==> src/rtl/arbiter_pkg.sv <==
// Shared definitions for the arbiter traffic clients: state encoding and
// counter-width helper.
package arbiter_pkg;

   typedef enum logic [1:0] {
      ST_IDLE = 2'd0,
      ST_WAIT = 2'd1,
      ST_REQ  = 2'd2
   } state_t;

   // Bits needed to count 0..n-1, never less than one bit.
   function automatic int cnt_w(input int n);
      if (n <= 2) return 1;
      return $clog2(n);
   endfunction

endpackage

==> src/rtl/sat_counter.sv <==
// Width-parametrised saturating up-counter with increment enable and
// synchronous clear.
module sat_counter #(
   parameter int W = 16
) (
   input  logic         i_clk,
   input  logic         i_reset,
   input  logic         i_clr,
   input  logic         i_inc,
   output logic [W-1:0] o_cnt
);

   localparam logic [W-1:0] CNT_MAX = '1;

   logic [W-1:0] r_cnt;

   always_ff @(posedge i_clk) begin
      if (i_reset || i_clr)
         r_cnt <= '0;
      else if (i_inc && (r_cnt != CNT_MAX))
         r_cnt <= r_cnt + W'(1);
   end

   assign o_cnt = r_cnt;

endmodule

==> src/rtl/burst_writer.sv <==
// Traffic-source client: waits PERIOD cycles, then writes a BURST_LEN burst of
// sequence-numbered, channel-tagged words over the req/busy handshake.
//
//   state   | meaning
//   --------+-----------------------------------------------------------
//   IDLE    | burst finished or never started; samples i_enable
//   WAIT    | counting PERIOD idle cycles before raising the request
//   REQ     | o_req high; one beat transfers per edge with i_busy low
module burst_writer
   import arbiter_pkg::*;
#(
   parameter int PERIOD    = 5,
   parameter int BURST_LEN = 4,
   parameter int SEQ_W     = 8,
   parameter int ID_W      = 2,
   parameter int CH_ID     = 0,
   parameter int STALL_W   = 16
) (
   input  logic                 i_clk,
   input  logic                 i_reset,
   input  logic                 i_enable,
   input  logic                 i_busy,
   output logic                 o_req,
   output logic [ID_W+SEQ_W-1:0] o_data,
   output logic                 o_done,
   output logic [STALL_W-1:0]   o_stall_cnt
);

   localparam int PW = cnt_w(PERIOD);
   localparam int BW = cnt_w(BURST_LEN);

   localparam logic [PW-1:0]   P_LAST = PW'(PERIOD - 1);
   localparam logic [BW-1:0]   B_LAST = BW'(BURST_LEN - 1);
   localparam logic [ID_W-1:0] ID_TAG = ID_W'(CH_ID);

   state_t                  r_state;
   logic [PW-1:0]           r_period_cnt;
   logic [BW-1:0]           r_beat_cnt;
   logic [SEQ_W-1:0]        r_seq;
   logic                    r_req;
   logic [ID_W+SEQ_W-1:0]   r_data;
   logic                    r_done;

   logic [SEQ_W-1:0]        w_seq_nxt;
   logic                    w_stall_inc;

   assign w_seq_nxt   = r_seq + SEQ_W'(1);
   assign w_stall_inc = r_req & i_busy;

   always_ff @(posedge i_clk) begin
      if (i_reset) begin
         r_state      <= ST_IDLE;
         r_period_cnt <= '0;
         r_beat_cnt   <= '0;
         r_seq        <= '0;
         r_req        <= 1'b0;
         r_data       <= '0;
         r_done       <= 1'b0;
      end else begin
         case (r_state)
            ST_IDLE: begin
               r_done <= 1'b0;
               if (i_enable) begin
                  r_state      <= ST_WAIT;
                  r_period_cnt <= '0;
               end
            end
            ST_WAIT: begin
               if (r_period_cnt == P_LAST) begin
                  r_state    <= ST_REQ;
                  r_req      <= 1'b1;
                  r_data     <= {ID_TAG, r_seq};
                  r_beat_cnt <= '0;
               end else begin
                  r_period_cnt <= r_period_cnt + PW'(1);
               end
            end
            ST_REQ: begin
               // While stalled nothing changes: req and data hold for the arbiter.
               if (!i_busy) begin
                  r_seq <= w_seq_nxt;
                  if (r_beat_cnt == B_LAST) begin
                     r_req   <= 1'b0;
                     r_done  <= 1'b1;
                     r_state <= ST_IDLE;
                  end else begin
                     r_beat_cnt <= r_beat_cnt + BW'(1);
                     r_data     <= {ID_TAG, w_seq_nxt};
                  end
               end
            end
            default: begin
               r_state <= ST_IDLE;
               r_req   <= 1'b0;
               r_done  <= 1'b0;
            end
         endcase
      end
   end

   sat_counter #(
      .W (STALL_W)
   ) u_stall_cnt (
      .i_clk   (i_clk),
      .i_reset (i_reset),
      .i_clr   (1'b0),
      .i_inc   (w_stall_inc),
      .o_cnt   (o_stall_cnt)
   );

   assign o_req  = r_req;
   assign o_data = r_data;
   assign o_done = r_done;

`ifdef FORMAL
   logic          f_past_valid = 1'b0;
   logic [31:0]   f_beats      = '0;
   logic [31:0]   f_stall_run  = '0;

   always_ff @(posedge i_clk) begin
      f_past_valid <= 1'b1;
      if (i_reset || r_state == ST_IDLE) f_beats <= '0;
      else if (r_req && !i_busy)         f_beats <= f_beats + 32'd1;
      if (r_req && i_busy) f_stall_run <= f_stall_run + 32'd1;
      else                 f_stall_run <= '0;
   end

   always_comb begin
      assert (r_state == ST_IDLE || r_state == ST_WAIT || r_state == ST_REQ);
      assert (f_beats <= 32'(BURST_LEN));
   end

   always_ff @(posedge i_clk) begin
      if (f_past_valid && $past(r_req && i_busy) && !$past(i_reset)) begin
         assert ($stable(r_req));
         assert ($stable(r_data));
      end
      if (f_past_valid && $past(r_done) && !$past(i_reset))
         assert (!r_done);
      if (f_past_valid && r_done && !$past(i_reset))
         assert ($past(f_beats) == 32'(BURST_LEN - 1));
      if (BURST_LEN > 1)
         cover (f_stall_run >= 32'd2 && r_beat_cnt != '0);
   end
`endif

endmodule
==> config.mk <==
export PLATFORM = sky130hd
export DESIGN_NAME = burst_writer
export DESIGN_NICKNAME = d
export VERILOG_FILES = /design/src/rtl/arbiter_pkg.sv /design/src/rtl/sat_counter.sv /design/src/rtl/burst_writer.sv
export SDC_FILE = /design/constraint.sdc
export NUM_CORES = 1
export LEC_CHECK = 0
export ABC_AREA = 1
export BUFFER_PORTS_ARGS = -buffer_cell sky130_fd_sc_hd__buf_2
export CAP_MARGIN = 20
export CELL_PAD_IN_SITES_DETAIL_PLACEMENT = 1
export CELL_PAD_IN_SITES_GLOBAL_PLACEMENT = 2
export CORE_ASPECT_RATIO = 0.75
export CORE_UTILIZATION = 31
export DETAILED_ROUTE_END_ITERATION = 10
export HOLD_SLACK_MARGIN = 0.15
export PLACE_DENSITY_LB_ADDON = 0.1
export SETUP_SLACK_MARGIN = 0.02
export SYNTH_ARGS = -nofsm -noshare
export SYNTH_HDL_FRONTEND = slang
export SYNTH_HIERARCHICAL = 1
export SYNTH_SLANG_ARGS = --single-unit
==> constraint.sdc <==
create_clock -name i_clk -period 1.6 [get_ports i_clk]
set_clock_uncertainty 0.1 [all_clocks]
set_input_delay 0.32 -clock i_clk [delete_from_list [all_inputs] [get_ports i_clk]]
set_output_delay 0.32 -clock i_clk [all_outputs]
set_load 0.01 [all_outputs]
==> results_dict.tcl <==
set metrics [dict create \
    status "finished, final reports clean" \
    ctsHoldBuffers 0 \
    ys_seq_area_share_pct 35.2 \
    final_area_sq_um 2900 \
    drc 0 \
    hold_viol 0 \
    htreeDepth 2 \
    dp.cells 486 \
    nNetsFinal 410 \
    ios 32 \
    clock-sinks 41 \
    cp-start-kind "register" \
    path_max_fanout 5 \
    crit_buf_inv 0 \
    grt_overflow_total 0 \
    vias 2255 \
    synth_warnings 6 \
    place_area_sq_um 2640 \
    required_ps 1690 \
    p_per_area_nw_per_um2 929 \
    initial_utilization_pct 33.1 \
    clk_transition_reported_paths_ps 80 \
    crit_top_cell "nor2_4" \
    tritoncts "done" \
    drt-wirelength-per-cell_microns 13.1 \
    dp_hpwl_mm 4.86 \
    setup_violations 0 \
    routabilityCongestion 0.717 \
    finalMaxSlewViolations 0 \
    multi_input_area_sq_um 1370 \
    first_iter_violations 65 \
    antenna_cells 0 \
    die_x_microns 102 \
    core_sq_um 7030 \
    antenna_left 0 \
    antenna_found_initial 0 \
    clock_latency_ps 290 \
    grt_usage_pct 17.7 \
    clockRootBuffer "clkbuf_8" \
    ys_types 31 \
    grt_max_degree 17 \
    drive_above_1_share_pct 27.1 \
    layout.cells.non_filler 500 \
    critPathKind "reg -> reg" \
    fill_cells 923 \
    hold_slack_ps 295 \
    clock.fmax_ghz 0.663 \
    worstPathCellList "ha_4 > nand2_2 > nor2_4 > nand2_2 > nor2_4 > nor2_4 > a21oi_2 > nor2_1" \
    ys_ff_latch 41 \
    routed_wl_mm 6.53 \
    yosys.area.top_type "dfxtp_1" \
    synth_top_area_share_pct 35.2 \
    power.share.combinational_pct 23.2 \
    p_seq_share_pct 43.4 \
    dr.pass1.iters 4 \
    cp_slowest_cell "dfxtp_2" \
    hp-class "in -> reg" \
    critical-path-top-delay-family "simple AND/OR/NAND/NOR gates" \
    cap_viol_max_count 0 \
    netSwitchingFraction_pct 30.9 \
    syn_inst 352 \
    worstSetupEndpointType "register" \
    core.rowCount 26 \
    rsz0062_at_grt "true" \
    grt_pass1_wl_mm 10.9 \
    synth.area.top_cells "dfxtp_1, nand2_1, nor2_1, inv_1, nand3_1" \
    min_period_over_period_pct 94.3 \
    syn-mean-instance-area_sq_um 6.62 \
    dieArea_sq_um 7870 \
    post-route-min-period_ps 1510 \
    die_h_microns 77.1 \
    crit_path_max_incr_delay_ps 360 \
    intPower_w 0.00186 \
    syn_to_final_growth_pct 24.5 \
    p_clk_share_pct 33.4 \
    port_buffers 29 \
    cts_buffers 5 \
    grt_pass1_vias 2168 \
    cts_buffer_depth 2 \
    switchingPower_w 0.000832 \
    register_area_sq_um 833 \
    ir_drop_v 0.000437 \
    netlist_area_sq_um 2330 \
    arrival_ps 1600 \
    power_leakage_nw 1.24 \
    viasPerCell 4.51 \
]
final cells by class:
| cell class | instances | area share [%] |
|---|---|---|
| clock buffers | 7 | 2.98 |
| clock inverters | 1 | 1.04 |
| inverters | 43 | 5.57 |
| multi-input cells | 262 | 47.1 |
| flip-flops and latches | 41 | 28.7 |
| well taps | 98 | 4.23 |
| repair buffers | 48 | 10.4 |
synthesized netlist by cell type:
cell / count
o21ai_0: 16
o21ai_2: 1
a21oi_2: 1
inv_2: 4
buf_4: 4
nor2_2: 3
inv_1: 38
and3_1: 1
nand3_4: 1
dfxtp_1: 41
a21oi_1: 23
o211ai_1: 2
nor3_1: 1
nand2_4: 4
clkinv_1: 1
nand2_2: 6
buf_6: 1
a21boi_1: 1
clkbuf_8: 1
conb_1: 1
nand4_1: 4
nand2_1: 90
nand3_1: 25
buf_2: 2
clkbuf_2: 1
xor2_1: 1
nor2_4: 8
nand4_2: 1
ha_1: 5
xnor2_1: 1
nor2_1: 63
worst reg2reg max path: stages (launching register included):
cell and delay [ps]:
dfxtp_2 360, ha_4 160, nand2_2 80, nor2_4 160, nand2_2 100, nor2_4 180
nor2_4 80, a21oi_2 130, nor2_1 60
worst paths after layout:
| kind | start | end | slack (ps) | cells after the start |
|---|---|---|---|---|
| worst max-delay path | u_stall_cnt/o_cnt[1]$_SDFFE_PP0P_ | u_stall_cnt/o_cnt[2]$_SDFFE_PP0P_ | 90 | 8 |
| worst min-delay path | i_enable | r_period_cnt[2]$_SDFFE_PP0P_ | 290 | 4 |
| worst min register to register | o_done$_SDFFE_PP0P_ | o_done$_SDFFE_PP0P_ | 370 | 2 |
| worst max register to register | u_stall_cnt/o_cnt[1]$_SDFFE_PP0P_ | u_stall_cnt/o_cnt[2]$_SDFFE_PP0P_ | 90 | 8 |
power groups by stage:
stage          registers (W)  clock network (W)  logic [W]
2_1_floorplan        0.00120                  0   0.000378
3_3_place_gp         0.00119                  0   0.000539
3_5_place_dp         0.00119                  0   0.000548
4_1_cts              0.00117           0.000937   0.000569
5_1_grt              0.00118           0.000963   0.000710
6_report             0.00117           0.000899   0.000626
registers in the layout, summed over array words and instances, names as in the netlist:
name and flops:
o_req 1, o_data 8, o_done 1, u_stall_cnt/o_cnt 16
r_period_cnt 3, r_state 2, r_seq 8, r_beat_cnt 2
routing by layer:
layer | up-vias | track usage, % | share of wire, %
met1 | 1021 | 27.4 | 57
li1 | 1198 | - | -
met4 | 0 | 4.00 | 0.70
met5 | - | 0 | 0
met3 | 5 | 3.37 | 3.3
met2 | 31 | 24.7 | 39
metrics by stage:
step	setup TNS (ps)	setup WS (ps)	util [%]	power, W
finish	0	90.9	41.3	0.00269
global placement	0	55.3	37.6	0.00172
CTS	0	20.1	39.6	0.00267
detailed placement	-44.2	-13.4	37.6	0.00174
floorplan	0	92.1	-	0.00158
global route	-61.7	-32.4	41.3	0.00285
placed cells by master (no fill, tap or decap), types with 2 or more instances in the layout:
master / instances
nand2_1: 86
o211ai_1: 2
nor2_1: 56
nand2_4: 4
nand2_2: 10
ha_1: 3
dfxtp_1: 31
nor2_4: 12
buf_4: 18
dfxtp_2: 10
clkbuf_8: 6
a21oi_2: 2
inv_2: 4
conb_1: 3
inv_1: 38
nand3_1: 25
buf_2: 29
a21oi_1: 22
nor2_2: 7
o21ai_0: 16
nand4_1: 4
kinds of logic after synthesis:
group / after synthesis / synth area share (%)
and+or+nand+nor: 207 / 41.1
buffers and inverters: 52 / 9.94
AOI/OAI and AO/OA: 44 / 10.1
DFF: 41 / 35.2
adders and majority gates: 5 / 2.69
xor gates and xnor gates: 2 / 0.752
other: 1 / 0.161
repair_timing:
action,in CTS,in global routing
setup endpoints to repair,10,24
gates cloned,0,1
pin swaps,1,9
buffers inserted,2,3
endpoints found under the hold margin,0,0
gates resized for setup,2,28
Power figures use the tool's default switching activity.
